===== config.mk =====
export PLATFORM = sky130hd
export DESIGN_NAME = ifetch_unit
export DESIGN_NICKNAME = d
export VERILOG_FILES = /design/src/rtl/ifetch_unit.sv
export SDC_FILE = /design/constraint.sdc
export NUM_CORES = 1
export LEC_CHECK = 0
export ABC_CLOCK_PERIOD_IN_PS = 6000
export BUFFER_PORTS_ARGS = -buffer_cell sky130_fd_sc_hd__buf_2
export CORE_MARGIN = 3
export CORE_UTILIZATION = 45
export DETAILED_ROUTE_END_ITERATION = 10
export MAX_ROUTING_LAYER = met4
export PLACE_DENSITY = 0.78
export SETUP_SLACK_MARGIN = 0.1
export SYNTH_ARGS = -nofsm -noshare
export SYNTH_HDL_FRONTEND = slang
export SYNTH_SLANG_ARGS = --single-unit
export TNS_END_PERCENT = 1

===== constraint.sdc =====
create_clock -name clk -period 6 [get_ports clk]
set_clock_uncertainty 0.15 [all_clocks]
set_input_delay 1.2 -clock clk [delete_from_list [all_inputs] [get_ports clk]]
set_output_delay 1.2 -clock clk [all_outputs]
set_load 0.01 [all_outputs]

===== src/rtl/ifetch_unit.sv =====
// Instruction fetch stage: keeps the fetch PC, issues one-word reads and pushes {pc, instr} into the queue.
// Optional IFETCH_JAL_FOLLOW_EN makes the PC follow JAL targets as words are pushed.
module ifetch_unit #(
  parameter logic [31:0] RESET_PC = 32'h0000_0000,
  parameter int          QDEPTH   = 16
) (
  input  logic        clk,
  input  logic        rst_n,
  input  logic        flush,
  input  logic [31:0] flush_pc,
  output logic        mem_req,
  output logic [31:0] mem_addr,
  input  logic        mem_ack,
  input  logic [31:0] mem_rdata,
  input  logic [31:0] q_size,
  output logic        q_push,
  output logic [63:0] q_push_data,
  output logic        q_clear
);

  localparam logic [1:0] IDLE    = 2'd0;
  localparam logic [1:0] REQ     = 2'd1;
  localparam logic [1:0] DISCARD = 2'd2;

  localparam logic [31:0] QDEPTH_W = 32'(QDEPTH);

  logic [1:0]  state;
  logic [31:0] pc;
  logic [31:0] req_addr;
  logic [31:0] next_pc;

  // Fetch addresses are word aligned, so the low bits of a redirect target carry no information.
  logic unused_flush_lsbs;
  assign unused_flush_lsbs = ^flush_pc[1:0];

  assign q_clear     = flush;
  assign mem_req     = (state == REQ) || (state == DISCARD);
  assign mem_addr    = mem_req ? req_addr : 32'h0;
  assign q_push      = (state == REQ) && mem_ack && !flush;
  assign q_push_data = q_push ? {req_addr, mem_rdata} : 64'h0;

`ifdef IFETCH_JAL_FOLLOW_EN
  // J-immediate with bit 1 dropped: targets are word aligned, so it can never be set.
  logic [31:0] jal_imm;
  assign jal_imm = {{12{mem_rdata[31]}}, mem_rdata[19:12], mem_rdata[20],
                    mem_rdata[30:22], 2'b00};
  assign next_pc = (mem_rdata[6:0] == 7'b1101111) ? req_addr + jal_imm
                                                  : req_addr + 32'd4;
`else
  assign next_pc = req_addr + 32'd4;
`endif

  // NOTE: sequential state uses non-blocking assignments so every register samples pre-edge values.
  always_ff @(posedge clk or negedge rst_n) begin
    if (!rst_n) begin
      state    <= IDLE;
      pc       <= {RESET_PC[31:2], 2'b00};
      req_addr <= 32'h0;
    end else begin
      if (flush)
        pc <= {flush_pc[31:2], 2'b00};
      else if (q_push)
        pc <= next_pc;

      case (state)
        IDLE: begin
          if (!flush && (q_size < QDEPTH_W)) begin
            state    <= REQ;
            req_addr <= pc;
          end
        end
        // The controller cannot cancel a read, so a flush without the ack must wait it out.
        REQ: begin
          if (mem_ack)
            state <= IDLE;
          else if (flush)
            state <= DISCARD;
        end
        DISCARD: begin
          if (mem_ack)
            state <= IDLE;
        end
        default: state <= IDLE;
      endcase
    end
  end

endmodule


-- Word-level counts from Yosys, hierarchy flattened
Cells that the tools add are included.
- mux-type cells: 9
- reduce and logical (&&, ||, !) cells: 9
- $add $sub $neg: 1
- equal/unequal tests: 5
- magnitude comparators: 1
- operator list (cell ; count):
    $mux 32 ; 3
    $mux 64 ; 1
    $add 32x3->32 const B ; 1
    $lt 32x5->1 const B ; 1
    $mux 2 ; 4
    $pmux 2 s3 ; 1
    $ne 2x2->1 const B ; 2
    $logic_and 1x1->1 ; 3
    $ne 3x3->1 const B ; 1
    $reduce_and 3->1 ; 1
    $eq 2x1->1 const B ; 1
    $eq 2x2->1 const B ; 1
    $logic_not 2->1 ; 1
    $reduce_and 2->1 ; 1
    $reduce_bool 2->1 ; 1
    $logic_not 1->1 ; 1
    $logic_or 1x1->1 ; 1
- register bits after elaboration: 66
- input bits: 100
- word-level logic and storage cells: 28

-- Logic depth before layout (Yosys ltp)
- depth in word-level cells: 5
- depth in mapped cells: 7
- mapped depth without buffers: 7

-- Worst setup path before layout
OpenSTA, ideal clock, no wires.
- path kind: input to output
- start point: input flush
- end point: output q_push_data[54]
- path buffers: 2
- setup slack: 2.450 ns
- arrival time: 2.200 ns
- cell stages on the path: 5
- cells stage by stage: clkbuf_1 > nand2b_1 > inv_1 > clkbuf_1 > and2_1
- longest elaborated chain between the ends: 3
- RTL lines (what ; line ; text):
    start: declaration ; 9 ; input logic flush,
    $logic_not 1->1 ; 39 ; assign q_push = (state == REQ) && mem_ack && !flush;
    $logic_and 1x1->1 ; 39 ;
    named net q_push ; 16 ; output logic q_push,
    $mux 64 ; 40 ; assign q_push_data = q_push ? {req_addr, mem_rdata} : 64'h0;
    end: declaration ; 17 ; output logic [63:0] q_push_data,
The timed path passes the listed nets, and every way through them passes these cells.

-- Worst setup path in the final report
- start point: input mem_ack
- end point: output q_push_data[61]
- longest elaborated chain between the ends: 3
- RTL lines (what ; line ; text):
    start: declaration ; 13 ; input logic mem_ack,
    $logic_and 1x1->1 (2 in series) ; 39 ;
    $mux 64 ; 40 ;
No other way between the ends.

==> key figures <==
Outcome
  • Status: complete, no violations

Yosys
  • Cells after Synth: about 440
  • Largest family of logic cells by synthesized area: simple AND/OR/NAND/NOR gates
  • Share of the synthesized area in the top cell type: between 40% and 50%
  • Flops & latches, synth: 66
  • Synth area leaders: dfrtp_1 (41%), and2_1 (16%), mux2_2 (5.8%)
  • Syn nets: 543
  • Cell variety after synth: 36
  • Multiplexer area fraction after synthesis: 9.585%
  • Compound-Gate Fraction of Synth Area: 8.203%
  • Adder-cell share of the synthesized area: 1.229%
  • Yosys warnings: 0
  • Cell Area, Synth: 0.004073 mm^2
  • Post-Synth Simple-Gate Area: around 31%
  • Post-Synth XOR/XNOR Area: under 10%
  • Yosys top cell by area: dfrtp_1
  • Avg Cell Area, Syn: 9.277 um^2
  • Sequential share of the synthesized area: 40.55%

Die
  • Initial Util: 46.47%
  • Die Area: between 0.01 and 0.015 mm^2
  • Row count: 34
  • Die Y: slightly above 100 um
  • Die Span X: approximately 100 um
  • I/O pins: 199
  • Core area: 0.008763 mm^2

Finish
  • Most common cell after layout, fill and taps aside: buf_2
  • Fill count: 786
  • Antenna cells: 0
  • Final Util: around three fifths
  • Layout cell share with drive strength beyond 1: 38.55%
  • Number of nets in the layout: 721
  • Most frequent cells in the layout: buf_2 (192), and2_1 (101), dfrtp_1 (66), nand2_1 (58), mux2_2 (21)
  • Area growth syn-to-layout: 29.37%

Critical path
  • Slowest cell on crit path: inv_1
  • CP Max Fanout: 38
  • Worst-path cell chain: buf_2 -> and2_1 -> nand2b_1 -> buf_4 -> inv_1 -> buf_4 -> and2_1 -> buf_2
  • CP Capture Type: output pin
  • Worst R2R Setup Slack: 3610 ps
  • Arrival time worst endpoint: 3580 ps
  • CP delay by family, top: buffers and inverters
  • Startpoint Class: input pin
  • Worst reg2reg endpoint: pc[28]
  • CP peak stage delay: 710 ps
  • Critical path buffers and inverters: 5
  • Setup crit end: q_push_data[61]
  • Kind of critical path: input pin to output pin
  • RR Startpoint: req_addr[2]
  • Critical Path Stages: 8
  • CP required: 4650 ps
  • Reg2Reg Depth: 6
  • CP Launch Point: mem_ack

Drt
  • Final ANT Viol Nets: 0
  • Router iterations before antenna repair: 4
  • WL/cell: ~16 um
  • DR iter-0 viols: 153
  • Routed WL: 11730 um
  • Drc violations: 0
  • Routed vias: 3818
  • Vias per cell: around 5.2

Global routing
  • Initial antenna violation count: 0
  • Largest net degree at the start of global routing: 67
  • Total Routing Usage GR: around 23%
  • First-pass GRT wire length: 17930 um
  • Vias in the first global route: between 3000 and 4000
  • GRT overflow: 0

Timing
  • Slew @ Worst Pin: 1198 ps
  • Min Clock Period, post-route: 4934 ps
  • Worst slew margin: 19.92%
  • Max Freq: 0.2027 GHz
  • Setup TNS Final: 0 ps
  • Final Hold Vio Count: 0
  • Tcrit/Tclk final: 82.24%
  • Setup Viol. Count Final: 0
  • RSZ-0062 raised after global routing: false
  • Final Max Slew Viols: 0

CTS
  • Clock Tree Buf Depth: 2
  • Worst-path clk slew: roughly 70 ps
  • TritonCTS buffer count: 9
  • CTS tree: done
  • # clock sinks: 66
  • H-tree Lvls: 3
  • Setup repair bufs after CTS: 0
  • Clock latency on the worst-skew pair: 330 ps
  • Post_cts resized: 0
  • CTS root buf: clkbuf_8
  • Hold Buf Count CTS: 0

Placement
  • Placed wire-length estimate: 8477 um
  • Gp weighted congestion: 0.8054
  • PortBufs: about 190

Hold path
  • Hold Crit Class: register to register

Pwr
  • Maximum VDD drop: 110.4 uV
  • Lkg Pwr: 2.834 nW
  • Power Dens Cells: 175.4 mW/mm^2

Job
  • Max-Cap Viols: 0
## cells by family after synthesis
kind of cell / Yosys count
AO/OA/AOI/OAI: 47
XOR/XNOR: 26
adder cells (fa/ha/maj): 4
buffers and inverters: 35
flip-flops: 66
multiplexers: 35
AND/OR/NAND/NOR: 226
## how the worst min path moves through the flow
stage | from | to | slack, ps | depth (start not counted)
3_3_place_gp | pc[10] | req_addr[10] | 310 | 1
4_1_cts | pc[11] | req_addr[11] | 340 | 1
2_1_floorplan | pc[10] | req_addr[10] | 310 | 1
5_1_grt | pc[11] | req_addr[11] | 340 | 1
3_5_place_dp | pc[11] | req_addr[11] | 320 | 1
6_report | pc[11] | req_addr[11] | 340 | 1
## cell usage after synthesis
master / number
clkbuf_1: 23
a21o_1: 2
nor3b_1: 3
xor2_1: 17
or2_1: 1
o22a_1: 1
nand2b_1: 2
o31ai_1: 3
and3_1: 3
nor3_2: 1
o221ai_2: 3
nand3_1: 14
mux2i_1: 3
dfrtp_1: 66
ha_1: 4
and4_1: 2
nand4_4: 1
and2_1: 101
nor3_1: 4
nor4_4: 2
a21oi_1: 13
nor2_1: 14
nor4_1: 7
o221ai_1: 14
mux2_1: 11
nand2_1: 58
buf_2: 1
buf_4: 4
inv_1: 5
o21ai_0: 10
mux2_2: 21
o21ai_1: 1
xnor2_1: 9
nand4_1: 12
buf_1: 2
nor4b_1: 1
## flip-flops by register name (all words and copies together) (netlist names)
name and cells:
req_addr 32, state 2, pc 32
## report_power, final
group | leakage [nW] | internal [mW] | total (mW) | switching, mW
Sequential | 0.868 | 0.463 | 0.472 | 0.00919
Combinational | 1.86 | 0.0389 | 0.0827 | 0.0438
Clock | 0.101 | 0.209 | 0.369 | 0.160
Total | 2.83 | 0.711 | 0.924 | 0.213
## area by class of cell
type                            count  area (um^2)  share of cell area (%)
Tap cell                          108        135.1                   2.565
Clock buffer                       11        151.4                   2.873
Sequential cell                    66         1652                   31.35
Timing Repair Buffer              197        998.5                   18.95
Multi-Input combinational cell    338         2273                   43.15
Clock inverter                      3        40.04                  0.7599
Inverter                            5        18.77                  0.3562
## metal layers
metal  GRT usage [%]  share of wire [%]  up-vias
li1                -                  -     1856
met1           26.97                 41     1790
met2           39.99                 51      149
met3           2.755                6.5       23
met4           8.078                2.1        0
met5               -                  0        -
## stage by stage
step                total power, mW  area [um^2]  hold slack, ps  setup WS [ps]  std cells
floorplan                    0.5136         4073           305.9           2450        439
global placement             0.5594         5077           310.9           1231        714
detailed placement           0.5651         5077           320.0           1061        714
CTS                          0.9320         5269           337.9           1061        728
global route                 0.9625         5269           344.7          927.8        728
finish                       0.9243         5269           341.6           1066        728
Power figures use the tool's default switching activity.
